==> src/rtl/latent_unpacker_if.sv <==
// latent_unpacker_if: packed-word input and single-symbol output handshakes of the unpacker.
interface latent_unpacker_if #(
    parameter int WIDTH = 8,
    parameter int LANES = 4
);
    localparam int CW = $clog2(LANES + 1);
    logic [LANES*WIDTH-1:0] in_data;
    logic [CW-1:0]          in_count;
    logic                   in_last;
    logic                   in_valid;
    logic                   in_ready;
    logic [WIDTH-1:0]       out_data;
    logic                   out_last;
    logic                   out_valid;
    logic                   out_ready;
    modport master (
        output in_data, in_count, in_last, in_valid, out_ready,
        input  in_ready, out_data, out_last, out_valid
    );
    modport slave (
        input  in_data, in_count, in_last, in_valid, out_ready,
        output in_ready, out_data, out_last, out_valid
    );
endinterface

==> src/rtl/latent_unpacker.sv <==
// latent_unpacker: splits packed LANES-symbol words into a WIDTH-bit symbol stream, lane 0 first.
module latent_unpacker #(
    parameter int WIDTH = 8,
    parameter int LANES = 4
) (
    input  logic              clk,
    input  logic              rst_n,
    latent_unpacker_if.slave  bus,
    output logic              busy,
    output logic              err
);
    localparam int CW = $clog2(LANES + 1);
    localparam logic [0:0] IDLE = 1'b0;
    localparam logic [0:0] EMIT = 1'b1;
    logic [0:0]             state_q, state_d;
    logic [LANES*WIDTH-1:0] shreg_q, shreg_d;
    logic [CW-1:0]          rem_q, rem_d, count_clamped;
    logic                   last_q, last_d, err_q, err_d;
    logic                   emit, accept, load, shift, done;
    assign emit          = state_q == EMIT;
    assign bus.in_ready  = !emit || (rem_q == CW'(1) && bus.out_ready);
    assign accept        = bus.in_valid && bus.in_ready;
    assign load          = accept && bus.in_count != '0;
    assign shift         = emit && bus.out_ready && rem_q > CW'(1);
    assign done          = emit && bus.out_ready && rem_q == CW'(1);
    assign count_clamped = bus.in_count > CW'(LANES) ? CW'(LANES) : bus.in_count;
    // Outputs depend only on held state, so reset clears them without a clock edge.
    assign bus.out_valid = emit;
    assign bus.out_data  = emit ? shreg_q[WIDTH-1:0] : '0;
    assign bus.out_last  = emit && last_q && rem_q == CW'(1);
    assign busy          = emit;
    assign err           = err_q;
    always_comb begin
        state_d = load ? EMIT : (accept || done) ? IDLE : state_q;
        shreg_d = load ? bus.in_data : shift ? shreg_q >> WIDTH : shreg_q;
        rem_d   = load ? count_clamped : shift ? rem_q - CW'(1) : (accept || done) ? '0 : rem_q;
        last_d  = load ? bus.in_last : last_q;
        err_d   = accept && bus.in_count == '0;
    end
    always_ff @(posedge clk or negedge rst_n) begin
        if (!rst_n) begin
            state_q <= IDLE;
            shreg_q <= '0;
            rem_q   <= '0;
            last_q  <= 1'b0;
            err_q   <= 1'b0;
        end else begin
            state_q <= state_d;
            shreg_q <= shreg_d;
            rem_q   <= rem_d;
            last_q  <= last_d;
            err_q   <= err_d;
        end
    end
endmodule

==> src/flat_wrapper.sv <==
// flat-port wrapper written by rule: the top's interface ports become plain ports
module latent_unpacker_flat 
#(
    parameter int WIDTH = 8,
    parameter int LANES = 4
)
  (clk, rst_n, busy, err, bus_in_data, bus_in_count, bus_in_last, bus_in_valid, bus_out_ready, bus_in_ready, bus_out_data, bus_out_last, bus_out_valid);
  latent_unpacker_if #(.WIDTH(WIDTH), .LANES(LANES)) bus_i ();
  input  logic clk;
  input  logic rst_n;
  output logic busy;
  output logic err;
  input wire logic [$bits(bus_i.in_data)-1:0] bus_in_data;
  input wire logic [$bits(bus_i.in_count)-1:0] bus_in_count;
  input wire logic [$bits(bus_i.in_last)-1:0] bus_in_last;
  input wire logic [$bits(bus_i.in_valid)-1:0] bus_in_valid;
  input wire logic [$bits(bus_i.out_ready)-1:0] bus_out_ready;
  output wire logic [$bits(bus_i.in_ready)-1:0] bus_in_ready;
  output wire logic [$bits(bus_i.out_data)-1:0] bus_out_data;
  output wire logic [$bits(bus_i.out_last)-1:0] bus_out_last;
  output wire logic [$bits(bus_i.out_valid)-1:0] bus_out_valid;
  assign bus_i.in_data = bus_in_data;
  assign bus_i.in_count = bus_in_count;
  assign bus_i.in_last = bus_in_last;
  assign bus_i.in_valid = bus_in_valid;
  assign bus_i.out_ready = bus_out_ready;
  assign bus_in_ready = bus_i.in_ready;
  assign bus_out_data = bus_i.out_data;
  assign bus_out_last = bus_i.out_last;
  assign bus_out_valid = bus_i.out_valid;
  latent_unpacker #(.WIDTH(WIDTH), .LANES(LANES)) u_core (.clk(clk), .rst_n(rst_n), .bus(bus_i), .busy(busy), .err(err));
endmodule
==> config.mk <==
export PLATFORM = sky130hd
export DESIGN_NAME = latent_unpacker_flat
export DESIGN_NICKNAME = d
export VERILOG_FILES = /design/src/rtl/latent_unpacker_if.sv /design/src/rtl/latent_unpacker.sv /design/src/flat_wrapper.sv
export SDC_FILE = /design/constraint.sdc
export NUM_CORES = 1
export LEC_CHECK = 0
export ABC_AREA = 0
export ABC_CLOCK_PERIOD_IN_PS = 1800
export BUFFER_PORTS_ARGS = -buffer_cell sky130_fd_sc_hd__buf_2
export CORE_ASPECT_RATIO = 1.5
export CORE_MARGIN = 3
export CORE_UTILIZATION = 46
export DETAILED_ROUTE_END_ITERATION = 8
export PLACE_DENSITY_LB_ADDON = 0.05
export SLEW_MARGIN = 20
export SYNTH_ARGS = -nofsm -noshare
export SYNTH_HDL_FRONTEND = slang
export SYNTH_SLANG_ARGS = --single-unit
==> constraint.sdc <==
create_clock -name clk -period 1.8 [get_ports clk]
set_clock_uncertainty 0.1 [all_clocks]
set_input_delay 0.18 -clock clk [delete_from_list [all_inputs] [get_ports clk]]
set_output_delay 0.18 -clock clk [all_outputs]
set_load 0.02 [all_outputs]
# ---- Word level (Yosys, flattened, before mapping)
# Index checks and enable logic that the tools add are counted.
dict set report totals {
  ff_bits 38
  out_inout_bits 13
  elab_cells 35
}
dict set report op_classes {
  addsub 1
  n_lt_le_gt_ge 2
  n_eq_ne 1
  muxes 9
  n_reduce_logical 17
}
# operator count
set ops {}
lappend ops {{2-to-1 mux 32 bit} 2}
lappend ops {{2-to-1 mux 3 bit} 4}
lappend ops {{logical AND 1 bit} 9}
lappend ops {{2-to-1 mux 8 bit} 1}
lappend ops {{nonzero test 3 bit} 2}
lappend ops {{nonzero test 2 bit} 2}
lappend ops {{equality test 3 x 1 -> 1 bit (second input constant)} 1}
lappend ops {{> comparator 3 x 1 -> 1 bit (second input constant)} 1}
lappend ops {{> comparator 3 bit (second input constant)} 1}
lappend ops {{zero test 3 bit} 1}
lappend ops {{subtractor 3 x 1 -> 3 bit (second input constant)} 1}
lappend ops {{logical OR 1 bit} 2}
lappend ops {{2-to-1 mux 1 bit} 2}
lappend ops {{zero test 1 bit} 1}

# ---- Longest topological paths before layout
dict set report logic_depth {
  depth_word 8
  mapped_depth 8
  ltp_nobuf 6
}

# ---- Least setup slack after synthesis
# Ideal clock, no wire load.
dict set report synth_path {
  kind {register to register}
  start {register u_core.rem_q[1]}
  end {register u_core.shreg_q[0]}
  setup_time_ns 0.124
  arrival_time_ns 1.497
  path_slack_ns 0.078
  path_stages_with_launch 9
  path_cell_list {dfrtp_1 inv_1 ha_1 o21ba_1 o21ba_1 buf_6 buf_6 a22oi_1 nand2_1}
}
dict set report synth_via {
  elab_chain_len 6
}
# item line
set synth_rtl {}
lappend synth_rtl {{start: declaration} latent_unpacker.sv:17} ;# logic [CW-1:0] rem_q, rem_d, count_clamped;
lappend synth_rtl {{start signal: assignment} latent_unpacker.sv:50} ;# rem_q <= rem_d;
lappend synth_rtl {{equality test 3 x 1 -> 1 bit} latent_unpacker.sv:21} ;# assign bus.in_ready = !emit || (rem_q == CW'(1) && bus.out_ready);
lappend synth_rtl {{logical AND 1 bit} latent_unpacker.sv:21}
lappend synth_rtl {{logical OR 1 bit} latent_unpacker.sv:21}
lappend synth_rtl {{logical AND 1 bit} latent_unpacker.sv:22} ;# assign accept = bus.in_valid && bus.in_ready;
lappend synth_rtl {{logical AND 1 bit} latent_unpacker.sv:23} ;# assign load = accept && bus.in_count != '0;
lappend synth_rtl {{2-to-1 mux 32 bit or nonzero test 2 bit (tied branches)} n/a}
lappend synth_rtl {{end signal: assignment} latent_unpacker.sv:49} ;# shreg_q <= shreg_d;
lappend synth_rtl {{end: declaration} latent_unpacker.sv:16} ;# logic [LANES*WIDTH-1:0] shreg_q, shreg_d;
# Several ways; a longest one is shown, not always the timed one.
# A chain may end at the register's enable or synchronous reset.

# ---- Worst setup path after layout
dict set report layout_path {
  start {register u_core.rem_q[1]}
  end {register u_core.rem_q[0]}
}
dict set report layout_via {
  elab_chain_len 6
}
# item
set layout_rtl {}
lappend layout_rtl {{branches (longest 6 deep; another with > comparator 3 x 1 -> 1 bit)}}
# Parallel ways; which one is timed is not known.

==> report_table.html <==
<table>
<tr><th>Metric</th><th>Value</th></tr>
<tr><th colspan="2">Status</th></tr>
<tr><td>Run status</td><td>finished clean</td></tr>
<tr><th colspan="2">Power and ir drop</th></tr>
<tr><td>Leakage</td><td>1.29 nW</td></tr>
<tr><td>Highest ir drop seen on vdd</td><td>0.835 mV</td></tr>
<tr><td>Power density over the cells</td><td>1470 nW/µm²</td></tr>
<tr><td>Overall power</td><td>3.61 mW</td></tr>
<tr><th colspan="2">Placement</th></tr>
<tr><td>Number of buffers inserted by port buffering</td><td>52</td></tr>
<tr><td>Final weighted congestion in routability-driven placement</td><td>0.766</td></tr>
<tr><td>Final HPWL DP</td><td>3080 µm</td></tr>
<tr><td>Total instance count after detailed placement</td><td>295</td></tr>
<tr><td>Setup slack after placement</td><td>0.0959 ns</td></tr>
<tr><th colspan="2">Logic synthesis</th></tr>
<tr><td>Synthesized area</td><td>1860 µm²</td></tr>
<tr><td>Number of distinct standard cells referenced by the synthesized netlist</td><td>29</td></tr>
<tr><td>Cell taking the most area after synthesis</td><td>dfrtp_1</td></tr>
<tr><td>Count of mapped cells out of synthesis</td><td>200</td></tr>
<tr><td>Most used standard cells in the synthesized netlist</td><td>nand2_1 (47), dfrtp_1 (38), a21oi_1 (22), nand3_1 (21), nor2_1 (12)</td></tr>
<tr><td>Synth Flop Type</td><td>dfrtp_1</td></tr>
<tr><td>Synthesized area per cell</td><td>9.30 µm²</td></tr>
<tr><td>Post-synthesis net count</td><td>242</td></tr>
<tr><td>Part of the Yosys area used for sequential elements</td><td>51.1%</td></tr>
<tr><td>Number of register bits inferred by synthesis</td><td>38</td></tr>
<tr><td>Share of async-settable or async-resettable flops after synthesis</td><td>100%</td></tr>
<tr><td>Number of enable flip-flop cells after synthesis</td><td>0</td></tr>
<tr><td>Yosys Warn Count</td><td>0</td></tr>
<tr><td>Cell with the most instances after synthesis</td><td>nand2_1</td></tr>
<tr><td>Cell types occupying the most area after synthesis</td><td>dfrtp_1 (51%), nand2_1 (9.5%), a21oi_1 (5.9%)</td></tr>
<tr><td>Share of Yosys cell area claimed by the top area cell type</td><td>51.1%</td></tr>
<tr><th colspan="2">Critical path</th></tr>
<tr><td>Critical Path Slowest Stage Cell</td><td>dfrtp_1</td></tr>
<tr><td>Maximum single-stage delay on the critical path</td><td>0.38 ns</td></tr>
<tr><td>End point of the critical path</td><td>u_core.rem_q[0]$_DFFE_PN0P_</td></tr>
<tr><td>Reg-to-reg critical path startpoint</td><td>u_core.rem_q[1]$_DFFE_PN0P_</td></tr>
<tr><td>Nature of the critical path startpoint</td><td>flip-flop</td></tr>
<tr><td>Endpoint of the worst-slack reg-to-reg timing path</td><td>u_core.rem_q[0]$_DFFE_PN0P_</td></tr>
<tr><td>Type of the setup path with the least slack</td><td>reg2reg</td></tr>
<tr><td>Crit path cell chain</td><td>inv_1, ha_1, o21ba_1, o21ba_1, buf_4, a221o_1</td></tr>
<tr><td>Cell repeated most along the worst path</td><td>o21ba_1</td></tr>
<tr><td>FF-to-FF path depth</td><td>6</td></tr>
<tr><td>Critical path endpoint category</td><td>flip-flop</td></tr>
<tr><td>Launch point of the critical path</td><td>u_core.rem_q[1]$_DFFE_PN0P_</td></tr>
<tr><td>Arrival time of data at the critical path endpoint</td><td>1.80 ns</td></tr>
<tr><td>Required arrival time at the worst endpoint</td><td>1.87 ns</td></tr>
<tr><td>Register-to-register path setup slack</td><td>0.07 ns</td></tr>
<tr><td>Worst-path maximum fanout</td><td>6</td></tr>
<tr><th colspan="2">Detailed routing</th></tr>
<tr><td>Starting DRT DRC Count</td><td>52</td></tr>
<tr><td>DR pass1 iterations</td><td>4</td></tr>
<tr><td>Routed Wire Length</td><td>4520 µm</td></tr>
<tr><td>Post-detailed-route DRC marker count</td><td>0</td></tr>
<tr><td>Final antenna-violating net count</td><td>0</td></tr>
<tr><td>Vias per inst</td><td>5.34</td></tr>
<tr><td>Drt wl/cell</td><td>14.2 µm</td></tr>
<tr><td>Via count</td><td>1,697</td></tr>
<tr><th colspan="2">Clock tree</th></tr>
<tr><td>Root buffer selected by CTS</td><td>clkbuf_8</td></tr>
<tr><td>CTS clk-pin slew, worst paths</td><td>0.07 ns</td></tr>
<tr><td>Clock network latency to the later pin of the worst-skew pair</td><td>0.28 ns</td></tr>
<tr><td>Buffers from clock root to sink, at most</td><td>2</td></tr>
<tr><td>Num CTS Buffers</td><td>5</td></tr>
<tr><td>CTS sink cnt</td><td>38</td></tr>
<tr><td>H-tree depth</td><td>2</td></tr>
<tr><td>Post-CTS setup buffer count</td><td>0</td></tr>
<tr><td>TritonCTS clock tree</td><td>done</td></tr>
<tr><th colspan="2">Floorplanning</th></tr>
<tr><td>Die X</td><td>57.9 µm</td></tr>
<tr><td>Boundary pin count</td><td>53</td></tr>
<tr><td>Starting Density</td><td>49.1%</td></tr>
<tr><td>Die outline height</td><td>83.9 µm</td></tr>
<tr><td>Die area</td><td>4860 µm²</td></tr>
<tr><td>Placeable Area</td><td>3780 µm²</td></tr>
<tr><td>Number of cell rows</td><td>27</td></tr>
<tr><th colspan="2">GRT</th></tr>
<tr><td>Global-route wire length before repair</td><td>7690 µm</td></tr>
<tr><td>Largest net degree at the start of global routing</td><td>39</td></tr>
<tr><td>Via count of the first global-routing pass</td><td>1,689</td></tr>
<tr><td>Initial antenna violation count</td><td>0</td></tr>
<tr><td>Final global-route overflow total</td><td>0</td></tr>
<tr><td>Global routing usage summed across all routing layers</td><td>20.4%</td></tr>
<tr><th colspan="2">Min path</th></tr>
<tr><td>HP Class</td><td>in2reg</td></tr>
<tr><th colspan="2">STA</th></tr>
<tr><td>RSZ-0062 raised after global routing</td><td>true</td></tr>
<tr><td>Minimum clock period</td><td>1.73 ns</td></tr>
<tr><td>Setup slack of the critical path after layout</td><td>0.0721 ns</td></tr>
<tr><td>Slew Limit Fails</td><td>0</td></tr>
<tr><td>Transition time of the tightest slew-check pin</td><td>0.488 ns</td></tr>
<tr><td>Final setup violating endpoints</td><td>0</td></tr>
<tr><td>Worst hold margin</td><td>0.0138 ns</td></tr>
<tr><td>Highest clock rate</td><td>579 MHz</td></tr>
<tr><td>Number of hold violations in the final report</td><td>0</td></tr>
<tr><td>Max_slew headroom</td><td>67.5%</td></tr>
<tr><td>Tcrit/Tclk final</td><td>96.0%</td></tr>
<tr><th colspan="2">Layout</th></tr>
<tr><td>Non-Filler Instances</td><td>318</td></tr>
<tr><td>Count of antenna diodes in the layout</td><td>0</td></tr>
<tr><td>Layout cells sized above 1</td><td>30.5%</td></tr>
<tr><td>Layout Utilization</td><td>64.9%</td></tr>
<tr><td>Nets@finish</td><td>316</td></tr>
<tr><td>Layout-stage area growth over the synthesis result</td><td>32.2%</td></tr>
<tr><th colspan="2">Run</th></tr>
<tr><td># Max-Cap Violations</td><td>0</td></tr>
</table>
power breakdown:
part | total [mW] | internal, mW | switching, mW
clock network | 0.598 | 0.309 | 0.289
registers | 1.41 | 1.20 | 0.214
logic | 1.60 | 0.707 | 0.893
cell families (layout without fill, tap and decap cells):
group / Yosys count / count (layout) / synth area share [%]
fa+ha+maj: 2 / 2 / 1.35
flops: 38 / 38 / 51.1
compound gates: 48 / 48 / 18.3
simple gates: 95 / 95 / 23.8
buf+inv: 17 / 92 / 5.45
how the worst min path moves through the flow:
stage / from / to / slack (ns) / depth (start not counted)
CTS: bus_in_data[7] / u_core.shreg_q[7]$_DFFE_PN0P_ / 0.004 / 3
global route: bus_in_data[7] / u_core.shreg_q[7]$_DFFE_PN0P_ / 0.004 / 3
detailed placement: rst_n / u_core.bus.out_valid$_DFFE_PN0P_ / 0.16 / 2
global placement: rst_n / u_core.bus.out_valid$_DFFE_PN0P_ / 0.17 / 2
floorplan: rst_n / u_core.bus.out_valid$_DFFE_PN0P_ / -0.22 / 0
finish: bus_in_data[20] / u_core.shreg_q[20]$_DFFE_PN0P_ / 0.01 / 3
layout make-up:
cell class,instances,area (µm²)
Multi-Input combinational cell,145,822
Clock buffer,7,86.3
Timing Repair Buffer,81,528
Inverter,3,11.3
Tap cell,43,53.8
Fill cell,321,1330
Clock inverter,1,5.00
Sequential cell,38,951
per-stage QoR:
| stage | setup TNS, ns | cell area, µm² |
|---|---|---|
| final | 0 | 2460 |
| after CTS | 0 | 2440 |
| after floorplan | 0 | 1860 |
| after detailed placement | 0 | 2200 |
| after global routing | -0.0409 | 2460 |
| after global placement | 0 | 2200 |
timing repair:
item,in CTS,in global routing
endpoints found under the hold margin,50,0
gates resized for setup,0,4
endpoints found under the setup margin,0,3
hold buffers,15,0
sequential cells by signal, summed over array words and instances, names as in the netlist:
register and count:
u_core.shreg_q 32, u_core.bus.out_valid 1, u_core.err 1, u_core.rem_q 3
u_core.last_q 1
routing by layer:
layer | vias to the layer above | GRT usage, % | part of all wire [%]
met4 | 0 | 6.96 | 1.2
li1 | 838 | - | -
met5 | - | 0 | 0
met3 | 5 | 3.87 | 5.2
met1 | 803 | 23.7 | 41
met2 | 51 | 36.2 | 53
cell usage in the layout, fill, tap and decap left out, drive strengths merged:
| master | netlist | final |
|---|---|---|
| a211oi | 1 | 1 |
| a21o | 1 | 1 |
| a21oi | 23 | 23 |
| a221o | 2 | 2 |
| a22oi | 13 | 13 |
| and2 | 8 | 8 |
| and3 | 1 | 1 |
| and4b | 2 | 2 |
| buf | 13 | 66 |
| clkbuf | 1 | 7 |
| clkinv | 0 | 1 |
| dfrtp | 38 | 38 |
| dlygate4sd3 | 0 | 15 |
| ha | 2 | 2 |
| inv | 3 | 3 |
| nand2 | 47 | 47 |
| nand3 | 21 | 21 |
| nand3b | 1 | 1 |
| nor2 | 12 | 12 |
| nor2b | 1 | 1 |
| nor4 | 2 | 2 |
| o21ai | 2 | 2 |
| o21ba | 2 | 2 |
| o21bai | 1 | 1 |
| o22a | 1 | 1 |
| o22ai | 1 | 1 |
| o31ai | 1 | 1 |
critical path: cells and delay by family (launching register included):
family / cells / cell delay (ns)
flip-flops: 1 / 0.38
buffers and inverters: 2 / 0.24
adder cells (fa/ha/maj): 1 / 0.16
AO/OA/AOI/OAI: 3 / 0.74
No activity file was read; power rests on OpenSTA's default activity.
